$ cat config.mk
export PLATFORM = sky130hd
export DESIGN_NAME = sdram_port_arbiter
export DESIGN_NICKNAME = d
export VERILOG_FILES = /design/src/rtl/sdram_arb_pkg.sv /design/src/rtl/rr_priority_pick.sv /design/src/rtl/sdram_port_arbiter.sv
export SDC_FILE = /design/constraint.sdc
export NUM_CORES = 1
export LEC_CHECK = 0
export ABC_AREA = 1
export CAP_MARGIN = 5
export CORE_MARGIN = 4
export CORE_UTILIZATION = 42
export CTS_BUF_LIST = sky130_fd_sc_hd__clkbuf_8
export DETAILED_ROUTE_END_ITERATION = 10
export GPL_TIMING_DRIVEN = 0
export HOLD_SLACK_MARGIN = 0.05
export PLACE_DENSITY = 0.93
export SLEW_MARGIN = 15
export SYNTH_ARGS = -nofsm -noshare
export SYNTH_HDL_FRONTEND = slang
export SYNTH_SLANG_ARGS = --single-unit
$ cat constraint.sdc
create_clock -name clk -period 5.9 [get_ports clk]
set_input_delay 1.18 -clock clk [delete_from_list [all_inputs] [get_ports clk]]
set_output_delay 1.18 -clock clk [all_outputs]
set_load 0.05 [all_outputs]
$ cat src/rtl/sdram_arb_pkg.sv
// Shared types and the round-robin pick helper for the SDRAM port arbiter.
package sdram_arb_pkg;

    localparam int unsigned MAX_CLIENTS = 8;
    localparam int unsigned PTR_MAX_W   = 3;
    localparam int unsigned DBL_W       = 2 * MAX_CLIENTS;

    typedef enum logic [1:0] {
        S_IDLE,
        S_WAIT,
        S_DONE
    } arb_state_t;

    // One-hot grant: first set bit of req at or above ptr, wrapping modulo n.
    // Rotation uses a doubled vector so the lowest-set-bit trick can do the search.
    function automatic logic [MAX_CLIENTS-1:0] rr_pick(
        input logic [MAX_CLIENTS-1:0] req,
        input logic [PTR_MAX_W-1:0]   ptr,
        input int unsigned            n
    );
        logic [MAX_CLIENTS-1:0] mask;
        logic [MAX_CLIENTS-1:0] rot;
        logic [MAX_CLIENTS-1:0] first;
        logic [DBL_W-1:0]       dbl;
        logic [DBL_W-1:0]       back;
        mask  = MAX_CLIENTS'((DBL_W'(1) << n) - DBL_W'(1));
        dbl   = (DBL_W'(req & mask) << n) | DBL_W'(req & mask);
        rot   = MAX_CLIENTS'(dbl >> ptr) & mask;
        first = rot & (~rot + MAX_CLIENTS'(1));
        back  = DBL_W'(first) << ptr;
        return (MAX_CLIENTS'(back) | MAX_CLIENTS'(back >> n)) & mask;
    endfunction

endpackage

$ cat src/rtl/rr_priority_pick.sv
// Combinational round-robin picker: rotate by ptr, find first, rotate back.
module rr_priority_pick
    import sdram_arb_pkg::*;
#(
    parameter  int unsigned N_CLIENTS = 4,
    localparam int unsigned PTR_W     = $clog2(N_CLIENTS)
) (
    input  logic [N_CLIENTS-1:0] req,
    input  logic [PTR_W-1:0]     ptr,
    output logic [N_CLIENTS-1:0] gnt,
    output logic                 any
);

    logic [MAX_CLIENTS-1:0] gnt_full;

    always_comb begin
        gnt_full = rr_pick(MAX_CLIENTS'(req), PTR_MAX_W'(ptr), N_CLIENTS);
        gnt      = gnt_full[N_CLIENTS-1:0];
        any      = |gnt_full;
    end

endmodule

$ cat src/rtl/sdram_port_arbiter.sv
// Round-robin arbiter sharing one toggle-handshake SDRAM controller port
// among level-request clients, with a watchdog for a port that never acks.
module sdram_port_arbiter
    import sdram_arb_pkg::*;
#(
    parameter int unsigned N_CLIENTS = 4,
    parameter int unsigned ADDR_W    = 24,
    parameter int unsigned TIMEOUT   = 1023
) (
    input  logic                        clk,
    input  logic                        reset,
    input  logic [N_CLIENTS-1:0]        c_req,
    input  logic [N_CLIENTS-1:0]        c_we,
    input  logic [2*N_CLIENTS-1:0]      c_be,
    input  logic [N_CLIENTS*ADDR_W-1:0] c_addr,
    input  logic [16*N_CLIENTS-1:0]     c_wdata,
    output logic [N_CLIENTS-1:0]        c_ack,
    output logic [15:0]                 c_rdata,
    output logic [ADDR_W-1:0]           mem_addr,
    output logic                        mem_wrl,
    output logic                        mem_wrh,
    output logic [15:0]                 mem_din,
    input  logic [15:0]                 mem_dout,
    output logic                        mem_req,
    input  logic                        mem_ack,
    output logic                        busy,
    output logic                        timeout_err
);

    localparam int unsigned PTR_W = $clog2(N_CLIENTS);
    localparam int unsigned WD_W  = $clog2(TIMEOUT + 1);

    arb_state_t           state;
    logic [PTR_W-1:0]     ptr;
    logic [PTR_W-1:0]     gnt;
    logic [N_CLIENTS-1:0] skip;
    logic [WD_W-1:0]      wd;
    logic                 we_q;

    logic [N_CLIENTS-1:0] pick;
    logic                 pick_any;
    logic [PTR_W-1:0]     pick_idx;
    logic [ADDR_W-1:0]    sel_addr;
    logic [15:0]          sel_wdata;
    logic [1:0]           sel_be;
    logic                 sel_we;
    logic [N_CLIENTS-1:0] gnt_onehot;

    rr_priority_pick #(
        .N_CLIENTS(N_CLIENTS)
    ) u_pick (
        .req(c_req & ~skip),
        .ptr(ptr),
        .gnt(pick),
        .any(pick_any)
    );

    always_comb begin
        pick_idx  = '0;
        sel_addr  = '0;
        sel_wdata = '0;
        sel_be    = '0;
        sel_we    = 1'b0;
        for (int unsigned i = 0; i < N_CLIENTS; i++) begin
            if (pick[i]) begin
                pick_idx  = PTR_W'(i);
                sel_addr  = c_addr[i*ADDR_W +: ADDR_W];
                sel_wdata = c_wdata[i*16 +: 16];
                sel_be    = c_be[i*2 +: 2];
                sel_we    = c_we[i];
            end
        end
    end

    assign gnt_onehot = N_CLIENTS'(1) << gnt;

    always_ff @(posedge clk) begin
        if (reset) begin
            state       <= S_IDLE;
            ptr         <= '0;
            gnt         <= '0;
            skip        <= '0;
            wd          <= '0;
            we_q        <= 1'b0;
            c_ack       <= '0;
            c_rdata     <= '0;
            mem_addr    <= '0;
            mem_din     <= '0;
            mem_wrl     <= 1'b0;
            mem_wrh     <= 1'b0;
            // Match the ack line so an access in flight is not re-requested.
            mem_req     <= mem_ack;
            busy        <= 1'b0;
            timeout_err <= 1'b0;
        end else begin
            case (state)
                S_IDLE: begin
                    skip <= '0;
                    if (pick_any) begin
                        gnt      <= pick_idx;
                        mem_addr <= sel_addr;
                        mem_din  <= sel_wdata;
                        mem_wrl  <= sel_we & sel_be[0];
                        mem_wrh  <= sel_we & sel_be[1];
                        we_q     <= sel_we;
                        mem_req  <= ~mem_req;
                        wd       <= '0;
                        busy     <= 1'b1;
                        state    <= S_WAIT;
                    end
                end
                S_WAIT: begin
                    if (mem_ack == mem_req) begin
                        if (!we_q) c_rdata <= mem_dout;
                        c_ack <= gnt_onehot;
                        state <= S_DONE;
                    end else if (wd == WD_W'(TIMEOUT - 1)) begin
                        timeout_err <= 1'b1;
                        c_rdata     <= '1;
                        c_ack       <= gnt_onehot;
                        mem_req     <= mem_ack;
                        state       <= S_DONE;
                    end else begin
                        wd <= wd + WD_W'(1);
                    end
                end
                S_DONE: begin
                    c_ack <= '0;
                    ptr   <= (gnt == PTR_W'(N_CLIENTS - 1)) ? '0 : gnt + PTR_W'(1);
                    // Served client still holds c_req for one more cycle.
                    skip  <= gnt_onehot;
                    busy  <= 1'b0;
                    state <= S_IDLE;
                end
                default: state <= S_IDLE;
            endcase
        end
    end

endmodule

==> out/results.txt, run 1 <==
First-pass GRT wire length - 28,100 um
Row count - 38
Reg clk slew, reported paths - 0.10 ns
Hold Path Depth - 2
Critical Path RT - 6.21 ns
Grt ovf - 0
Initial Util - 0.431
Routed wire length - 18,500 um
TritonCTS sink count - 86
Final Cell Area - 7700 um^2
Top-area cell type share of the netlist area - 0.363
Syn_area_per_cell - 6.73 um^2
Leak pwr - 0.00327 uW
Period Utilization, post-route - 0.545
Hold Path Origin - mem_addr[19]$_SDFFE_PP0P_
Synth area leader - dfxtp_1
Max clock buf depth - 2
Crit path max fanout - 10
Flop2flop setup slack - 3.45 ns
Pwr dens - 504 nW/um^2
Post-synthesis sequential area ratio - 0.369
CTS H-Tree Depth - 3
Setup_tns - 0 ns
R2R cell count - 13
CTS root buf - clkbuf_8
Warnings, synthesis - 0
Pins Over Slew Limit - 0
Post-CTS sizing - 0
Wirelength per Cell - 16.6 um
RePlAce Congestion - 0.903
Drt initial violations - 453
EDFF count, synth - 1
Antenna violations before repair - 1
Post-route ant nets - 0
Hold endpoint - mem_addr[19]$_SDFFE_PP0P_
Fmax - 311 MHz
Total GRT Usage - 0.272
Synth unique cells - 37
GRT busiest layer - met2
Syn Nets - 898
Syn Std Cell Area - 4690 um^2
Pre-CTS setup slack - 2.38 ns
Area of the core - 10,900 um^2
Min Tclk post-route - 3.21 ns
Register bit total from synthesis - 86
RSZ-0062 raised after global routing - false
GRT met3 Usage - 0.0690
Startpoint types - input port
Final net count - 1,168
Worst Clk Skew - 0.0115 ns
Via/cell ratio - 5.19
HP Class - reg2reg
Post-CTS Setup Inserts - 0
Residual DRC count - 0
Grt met1 use - 0.333
CP Class - in2reg
Port bufs - 259
Area of placed instances - 7460 um^2
CP arrival - 3.52 ns
TritonCTS clock tree - yes
TritonCTS Buffers - 9
Peak supply drop - 0.000330 V
Final hold violation count - 0
HPWL reported at the end of detailed placement - 14,600 um
Die area - 12,900 um^2
Top post-synthesis cells by area - dfxtp_1 36%, nand2_1 24%, nand4_1 6.0%
P&R area growth vs syn - 64.3%
Max-slew headroom - 0.602
Setup ws final - 2.69 ns
Largest net degree at the start of global routing - 16
Asr flop ratio synth - 0
Worst r2r src - ptr[1]$_SDFFE_PP0P_
R2r endpoint - mem_addr[19]$_SDFFE_PP0P_
Top cells by count, synth - 306 x nand2_1, 85 x dfxtp_1, 45 x nand4_1
Top-count cell post-synth - nand2_1
Hold_buf cts - 0
Synth Flop Type - dfxtp_1
Met2 Use GR - 0.463
Die X - 114 um
Via count - 5,780
Slew @ Worst Pin - 0.596 ns
Die Height - 114 um
Pre-Repair DR Iteration Count - 7
Setup violators final - 0
CP Capture Type - flip-flop
Status - completed
Vias in the first global route - 5,567
Synth Instances - 697
Worst-Skew Late Latency - 0.36 ns
Final Power - 3880 uW
Layout cells sized above 1 - 0.0617
IO Pins - 260
Maximum capacitance violations - 0
==> flip-flops by register name, indices dropped and copies added, names as in the netlist, 4 cells and up <==
register,flops
skip,4
mem_addr,24
c_ack,4
wd,10
mem_din,16
c_rdata,16
==> placed cells by master, fill, tap and decap left out, types with 9 or more instances in the layout <==
master and instances:
clkbuf_1 11, nand2_1 306, a21oi_1 23, nor2_1 23
nand4_1 45, o21ai_0 13, dfxtp_1 85, inv_1 41
o221ai_1 16, buf_2 17, o211ai_1 21, clkdlybuf4s50_1 259
nand3_1 40, clkbuf_8 9
==> cells by family (layout without fill, tap and decap cells) <==
| kind of cell | after synthesis | in the layout | synth area share |
|---|---|---|---|
| simple gates | 433 | 433 | 0.400 |
| buf+inv | 83 | 358 | 0.0814 |
| xor+xnor | 8 | 8 | 0.0149 |
| compound gates | 81 | 81 | 0.119 |
| other cells | 0 | 1 | 0 |
| flops | 86 | 86 | 0.369 |
| fa+ha+maj | 6 | 6 | 0.0160 |
==> worst max-delay path by stage <==
stage | start | endpoint | slack, ns | cells past startpoint
after global placement | c_req[2] | mem_addr[19]$_SDFFE_PP0P_ | 2.38 | 13
after detailed placement | c_req[2] | mem_addr[19]$_SDFFE_PP0P_ | 2.38 | 13
after CTS | c_req[2] | mem_req$_DFFE_PP_ | 2.72 | 12
after floorplan | c_req[0] | mem_req$_DFFE_PP_ | 3.25 | 11
final | c_req[0] | mem_addr[19]$_SDFFE_PP0P_ | 2.69 | 13
after global routing | c_req[2] | mem_req$_DFFE_PP_ | 2.46 | 12
==> routing by layer <==
metal	share of wire	wire [um]	vias up
met1	0.40	7330	2595
met2	0.48	8840	289
li1	-	-	2861
met3	0.096	1770	35
met5	0	0	-
met4	0.029	535	0
==> where the power goes <==
| group | switching [uW] | leakage, uW | internal, uW |
|---|---|---|---|
| clock network | 233 | 0.000123 | 285 |
| registers | 128 | 0.000705 | 798 |
| logic | 1630 | 0.00245 | 813 |
==> final cells by class <==
cell class / count / area [um^2]
inverters: 45 / 169
clock inverters: 7 / 121
clock buffers: 9 / 124
diodes: 1 / 2.50
repair buffers: 259 / 2590
plain buffers: 38 / 213
flip-flops and latches: 86 / 1730
fillers: 895 / 3180
multi-input cells: 528 / 2570
well taps: 140 / 175
==> stage by stage <==
| step | std cells | utilization | hold slack (ns) |
|---|---|---|---|
| floorplan | 697 | - | 0.436 |
| global placement | 1096 | 0.685 | 0.427 |
| detailed placement | 1096 | 0.685 | 0.432 |
| CTS | 1112 | 0.707 | 0.450 |
| global route | 1113 | 0.708 | 0.462 |
| finish | 1113 | 0.708 | 0.448 |
==> worst max-delay path, stage by stage <==
cell and delay [ns]:
clkdlybuf4s50_1 0.44, nand3_1 0.12, nand3_1 0.13, nand2_2 0.15, nand2_2 0.08, o21ai_0 0.16, nand3_1 0.08, nand2_1 0.29
clkbuf_1 0.48, nand2_1 0.17, nand4_1 0.13, nand2_1 0.05, nand2_1 0.06
Power figures use the tool's default switching activity.
==> run 2, diff against run 1 <==
CORE_UTILIZATION = 40   (was 42)
PLACE_DENSITY = 0.9   (was 0.93)
clock period = 3.15 ns   (was 5.9 ns; I/O delays follow)
==> out/results.txt, run 2 (synthesized netlist as in run 1, its figures left out) <==
TritonCTS sink count - 86 (unchanged)
Routed wire length - 18,200 um (-1.5%)
RePlAce Congestion - 0.858 (-5.0%)
GRT met3 Usage - 0.0658 (-0.00316)
ANT cells - 0 (-1)
Post-CTS sizing - 0 (unchanged)
Drt initial violations - 380 (-16%)
CP Class - in2reg
Commonest non-fill, non-tap cell in the layout - nand2_1
First-pass GRT wire length - 26,700 um (-4.9%)
Pwr dens - 930 nW/um^2 (+85%)
Slew @ Worst Pin - 0.595 ns (-0.000655 ns)
Setup_tns - 0 ns (unchanged)
Final Power - 7130 uW (+84%)
Die Height - 116 um (+2.3%)
Fin Hold WS - 0.445 ns (-0.00330 ns)
Die area - 13,500 um^2 (+4.6%)
Initial Util - 0.409 (-0.0218)
Crit path max fanout - 10 (unchanged)
Startpoint types - input port
RSZ-0062 raised after global routing - false
Layout cells sized above 1 - 0.0618 (+0.0000636)
Final hold violation count - 0 (unchanged)
Crit path from - c_req[1]
Hold Path Origin - mem_addr[18]$_SDFFE_PP0P_
Max-slew headroom - 0.602 (about the same)
Period Utilization, post-route - 0.836
HPWL reported at the end of detailed placement - 14,500 um (-0.89%)
Via/cell ratio - 5.18 (-0.31%)
CP Capture Type - flip-flop
Reg clk slew, reported paths - 0.08 ns (-0.02 ns)
R2r endpoint - mem_addr[22]$_SDFFE_PP0P_
TritonCTS Buffers - 9 (unchanged)
Wirelength per Cell - 16.3 um (-1.6%)
Critical Path RT - 3.46 ns (-2.75 ns)
HP Class - reg2reg
Status - completed
Crit path largest cell delay - 0.43 ns (-0.05 ns)
Worst Clk Skew - 0.00997 ns (-0.00156 ns)
Final net count - 1,168 (unchanged)
Pre-Repair DR Iteration Count - 6 (-1)
Register area - 1730 um^2 (unchanged)
Largest net degree at the start of global routing - 14 (-2)
Min Tclk post-route - 2.63 ns
Sw frac - 0.517 (+0.00547)
Largest registers - mem_addr: 24 flops, c_rdata: 16 flops, mem_din: 16 flops
Maximum capacitance violations - 0 (unchanged)
Max reg flops - 24 (unchanged)
Internal power - 3440 uW (+82%)
Residual DRC count - 0 (unchanged)
Post-CTS Setup Inserts - 0 (unchanged)
CTS H-Tree Depth - 3 (unchanged)
Max clock buf depth - 2 (unchanged)
Row count - 39 (+2.6%)
TritonCTS clock tree - yes
Worst path cell trace - clkdlybuf4s50_1 -> nand3_1 -> nand3_1 -> nand2_2 -> nand2_2 -> o21ai_0 -> nand3_1 -> nand2_1 -> clkbuf_1 -> nand2_1 -> nand4_1 -> o211ai_1 -> nand2_1
P&R area growth vs syn - 63.5%
CTS root buf - clkbuf_8
Worst r2r src - ptr[0]$_SDFFE_PP0P_
Fillers - 987 (+10%)
Antenna violations before repair - 0 (-1)
Via count - 5,767 (-0.22%)
GRT busiest layer - met2
Grt met1 use - 0.304 (-0.0298)
Clk network pwr share - 0.116 (-0.017)
Hold_buf cts - 0 (unchanged)
R2R cell count - 14 (+1)
Area of the core - 11,500 um^2 (+5.3%)
Fmax - 380 MHz
Leak pwr - 0.00326 uW (-0.57%)
IO Pins - 260 (unchanged)
Setup violators final - 0 (unchanged)
Worst-Skew Late Latency - 0.36 ns (about the same)
Total GRT Usage - 0.253 (-0.0188)
Pins Over Slew Limit - 0 (unchanged)
Peak supply drop - 0.000550 V (+67%)
Sequential Power Share - 0.241 (+0.002)
CP Buf/Inv Count - 2 (unchanged)
Critical path depth - 13 (unchanged)
Vias in the first global route - 5,379 (-3.4%)
Flop2flop setup slack - 0.71 ns (-2.74 ns)
Grt ovf - 0 (unchanged)
Critical path endpoint - mem_addr[22]$_SDFFE_PP0P_
CP arrival - 2.94 ns (-0.58 ns)
Switching power - 3690 uW (+86%)
Reg with most FFs - mem_addr
CP delay by family, top - simple AND/OR/NAND/NOR gates
Most frequent cells in the layout - 306 x nand2_1, 259 x clkdlybuf4s50_1, 85 x dfxtp_1, 45 x nand4_1
CP max stage cell - clkdlybuf4s50_1
Area of the multi-input gates - 2570 um^2 (unchanged)
Die X - 116 um (+2.3%)
Port bufs - 259 (unchanged)
Post-route ant nets - 0 (unchanged)
Met2 Use GR - 0.428 (-0.0354)
Combinational power share - 0.643 (+0.015)
==> run 2: worst min-delay path by stage <==
stage               cells past startpoint  slack, ns                   endpoint
floorplan                               2       0.44       skip[0]$_SDFFE_PP0P_
global placement                        2       0.43  mem_addr[11]$_SDFFE_PP0P_
detailed placement                      2       0.43  mem_addr[18]$_SDFFE_PP0P_
CTS                                     2       0.45   mem_addr[2]$_SDFFE_PP0P_
global route                            2       0.47    mem_din[0]$_SDFFE_PP0P_
finish                                  2       0.44  mem_addr[18]$_SDFFE_PP0P_
==> run 2: metal layers <==
layer  part of all wire  up-vias
li1                   -     2858
met1               0.40     2605
met2               0.48      269
met3              0.095       35
met4              0.028        0
met5                  0        -
==> run 2: tightest hold or removal path: cells and delay by family, from the launching register on <==
family,cells,cell delay (ns)
AND/OR/NAND/NOR,2,0.10
flip-flops,1,0.31
==> run 2: power groups by stage <==
| stage | clock network (uW) | registers [uW] | logic, uW |
|---|---|---|---|
| after floorplan | 0 | 2950 | 1750 |
| after global placement | 0 | 1720 | 4540 |
| after detailed placement | 0 | 1740 | 4580 |
| after CTS | 848 | 1720 | 4600 |
| after global routing | 897 | 1770 | 4910 |
| final | 824 | 1720 | 4590 |
==> run 2: final cells by class <==
class                   instances  area share
plain buffers                  38      0.0277
flip-flops and latches         86       0.226
clock buffers                  12      0.0215
repair buffers                259       0.338
multi-input cells             528       0.336
inverters                      45      0.0220
clock inverters                 3     0.00555
well taps                     143      0.0233
==> run 2: per-stage QoR <==
step,area [um^2],setup WS (ns),std cells,utilization
detailed placement,7460,0.163,1099,0.651
global route,7670,0.239,1114,0.669
CTS,7670,0.543,1114,0.669
floorplan,4690,1.05,697,-
global placement,7460,0.184,1099,0.651
finish,7670,0.517,1114,0.669
==> run 3, diff against run 2 <==
CORE_UTILIZATION = 36   (was 40)
PLACE_DENSITY = 0.86   (was 0.9)
clock period = 2.1 ns   (was 3.15 ns; I/O delays follow)
==> out/results.txt, run 3 (synthesized netlist as in run 1, its figures left out) <==
Period Utilization, post-route - 1.09
Crit path largest cell delay - 0.35 ns (-0.08 ns)
CTS root buf - clkbuf_8
Switching power - 6190 uW (+68%)
CP Buf/Inv Count - 4 (+2)
Setup ws final - -0.181 ns (-0.698 ns)
Pins Over Slew Limit - 0 (unchanged)
Hold_buf cts - 0 (unchanged)
CP max stage cell - dfxtp_2
Total GRT Usage - 0.247 (-0.00611)
Row count - 41 (+5.1%)
Max-slew headroom - 0.596 (-0.00632)
Die X - 122 um (+5.0%)
Combinational power share - 0.673 (+0.030)
Commonest non-fill, non-tap cell in the layout - clkdlybuf4s50_1
TritonCTS clock tree - yes
Post-route ant nets - 0 (unchanged)
Flop2flop setup slack - -0.18 ns (-0.89 ns)
Fmax - 438 MHz
Status - complete, but fails checks
Largest registers - mem_addr: 24 flops, c_rdata: 16 flops, mem_din: 16 flops
Vias in the first global route - 5,664 (+5.3%)
IO Pins - 260 (unchanged)
HP Class - reg2reg
CP most frequent cell - nor2_4
Crit path max fanout - 5 (-5)
HPWL reported at the end of detailed placement - 14,600 um (+0.82%)
CP delay by family, top - simple AND/OR/NAND/NOR gates
Min Tclk post-route - 2.28 ns
Worst Clk Skew - 0.00834 ns (-0.00163 ns)
RSZ-0062 raised after global routing - true
Drt initial violations - 386 (+1.6%)
Worst-Skew Late Latency - 0.36 ns (about the same)
Failing checks - negative setup slack
Placed insts - 1,128 (+2.6%)
Critical path depth - 18 (+5)
Setup violators final - 55 (+55)
Initial Util - 0.370 (-0.0388)
R2R cell count - 18 (+4)
Crit path from - ptr[0]$_SDFFE_PP0P_
Maximum capacitance violations - 0 (unchanged)
Worst path cell trace - inv_2 -> buf_6 -> nand3_2 -> nand3_2 -> nand2_4 -> nand2_4 -> nor2_4 -> nand2_2 -> nand3_1 -> nand2_1 -> nand2_2 -> nor2_4 -> nor2_4 -> buf_12 -> nor2_4 -> buf_6 -> nand2_2 -> o21ai_2
CP Class - reg2reg
CP arrival - 2.53 ns (-0.41 ns)
CTS H-Tree Depth - 3 (unchanged)
R2r endpoint - gnt[1]$_SDFFE_PP0P_
Wirelength per Cell - 17.7 um (+8.2%)
Pre-Repair DR Iteration Count - 5 (-1)
Via/cell ratio - 5.20 (+0.36%)
Port bufs - 259 (unchanged)
Fillers - 1,079 (+9.3%)
Most frequent cells in the layout - 255 x clkdlybuf4s50_1, 252 x nand2_1, 83 x dfxtp_1, 47 x nand2_2, 45 x nand4_1
Area of the core - 12,700 um^2 (+10%)
Startpoint types - flip-flop
Grt ovf - 0 (unchanged)
Peak supply drop - 0.000889 V (+62%)
Antenna violations before repair - 0 (unchanged)
Layout cells sized above 1 - 0.171 (+0.109)
Slew @ Worst Pin - 0.606 ns (+0.0113 ns)
Max reg flops - 24 (unchanged)
Sequential Power Share - 0.222 (-0.019)
TritonCTS Buffers - 9 (unchanged)
Sw frac - 0.513 (-0.00457)
Reg clk slew, reported paths - 0.09 ns (about the same)
Die area - 14,900 um^2 (+10%)
Pwr dens - 1430 nW/um^2 (+54%)
Worst r2r src - ptr[0]$_SDFFE_PP0P_
Via count - 6,079 (+5.4%)
Clk network pwr share - 0.105 (-0.011)
First-pass GRT wire length - 28,800 um (+7.8%)
Final Non-Filler Cells - 1,170 (+5.0%)
Die Height - 122 um (+5.0%)
CP Capture Type - flip-flop
P&R area growth vs syn - 79.7%
Final net count - 1,193 (+2.1%)
RePlAce Congestion - 0.849 (-1.0%)
Critical Path RT - 2.35 ns (-1.11 ns)
Leak pwr - 0.00357 uW (+9.5%)
Final Power - 12,100 uW (+69%)
Final hold violation count - 0 (unchanged)
Residual DRC count - 0 (unchanged)
Pre-CTS setup slack - -0.771 ns (-0.935 ns)
TritonCTS sink count - 86 (unchanged)
Critical path endpoint - gnt[1]$_SDFFE_PP0P_
Reg with most FFs - mem_addr
Setup_tns - -5.38 ns (-5.38 ns)
Internal power - 5880 uW (+71%)
Max clock buf depth - 2 (unchanged)
Largest net degree at the start of global routing - 14 (unchanged)
Routed wire length - 20,700 um (+14%)
-- run 3: changes by cell type in the layout (fill, tap and decap cells not counted), sizes merged, moves of 3 or more --
cell	previous run	this run
dlygate4sd2	0	4
buf	27	44
clkdlybuf4s50	259	255
clkbuf	23	29
inv	43	46
-- run 3: power by group through the flow --
stage | clock [uW] | sequential, uW | combinational [uW]
after global placement | 0 | 2590 | 6820
after detailed placement | 0 | 2610 | 6890
after CTS | 1290 | 2600 | 7520
final | 1270 | 2680 | 8120
after floorplan | 0 | 4430 | 2620
after global routing | 1350 | 2750 | 8590
-- run 3: per-layer routing --
layer | global-route usage | share of wire | up-vias
li1 | - | - | 2918
met2 | 0.425 | 0.48 | 351
met4 | 0.0973 | 0.041 | 0
met3 | 0.0780 | 0.11 | 62
met5 | 0 | 0 | -
met1 | 0.284 | 0.37 | 2748
-- run 3: final cells by class --
| class | instances | area, um^2 | share of cell area |
|---|---|---|---|
| multi-input cells | 530 | 2980 | 0.354 |
| clock buffers | 12 | 165 | 0.0196 |
| repair buffers | 283 | 2850 | 0.339 |
| clock inverters | 4 | 46.3 | 0.00550 |
| well taps | 172 | 215 | 0.0255 |
| flip-flops and latches | 86 | 1740 | 0.206 |
| inverters | 45 | 171 | 0.0204 |
| plain buffers | 37 | 255 | 0.0303 |
| diodes | 1 | 2.50 | 0.000297 |
-- run 3: what timing repair did --
item | CTS | global route
pin swaps | 17 | 20
setup endpoints to repair | 68 | 68
gates resized for setup | 76 | 79
buffers inserted | 13 | 6
cloned | 5 | 2
-- run 3: metrics by stage --
stage	utilization	cell area, um^2	hold WS [ns]
after floorplan	-	4690	0.436
after global placement	0.592	7500	0.427
after detailed placement	0.592	7500	0.433
after CTS	0.638	8080	0.450
after global routing	0.665	8420	0.470
final	0.665	8420	0.451
-- run 3: worst reg2reg max path, delay by kind of cell (launching register included) --
family	cells	cell delay, ns
flops	1	0.35
simple gates	13	1.31
compound gates	1	0.06
buf+inv	4	0.45
-- run 3: worst min path at each step --
stage	start	end	slack, ns	cells past startpoint
floorplan	skip[0]$_SDFFE_PP0P_	skip[0]$_SDFFE_PP0P_	0.44	2
global placement	mem_addr[9]$_SDFFE_PP0P_	mem_addr[9]$_SDFFE_PP0P_	0.43	2
detailed placement	mem_addr[8]$_SDFFE_PP0P_	mem_addr[8]$_SDFFE_PP0P_	0.43	2
CTS	mem_addr[8]$_SDFFE_PP0P_	mem_addr[8]$_SDFFE_PP0P_	0.45	2
global route	skip[2]$_SDFFE_PP0P_	skip[2]$_SDFFE_PP0P_	0.47	2
finish	mem_addr[8]$_SDFFE_PP0P_	mem_addr[8]$_SDFFE_PP0P_	0.45	2
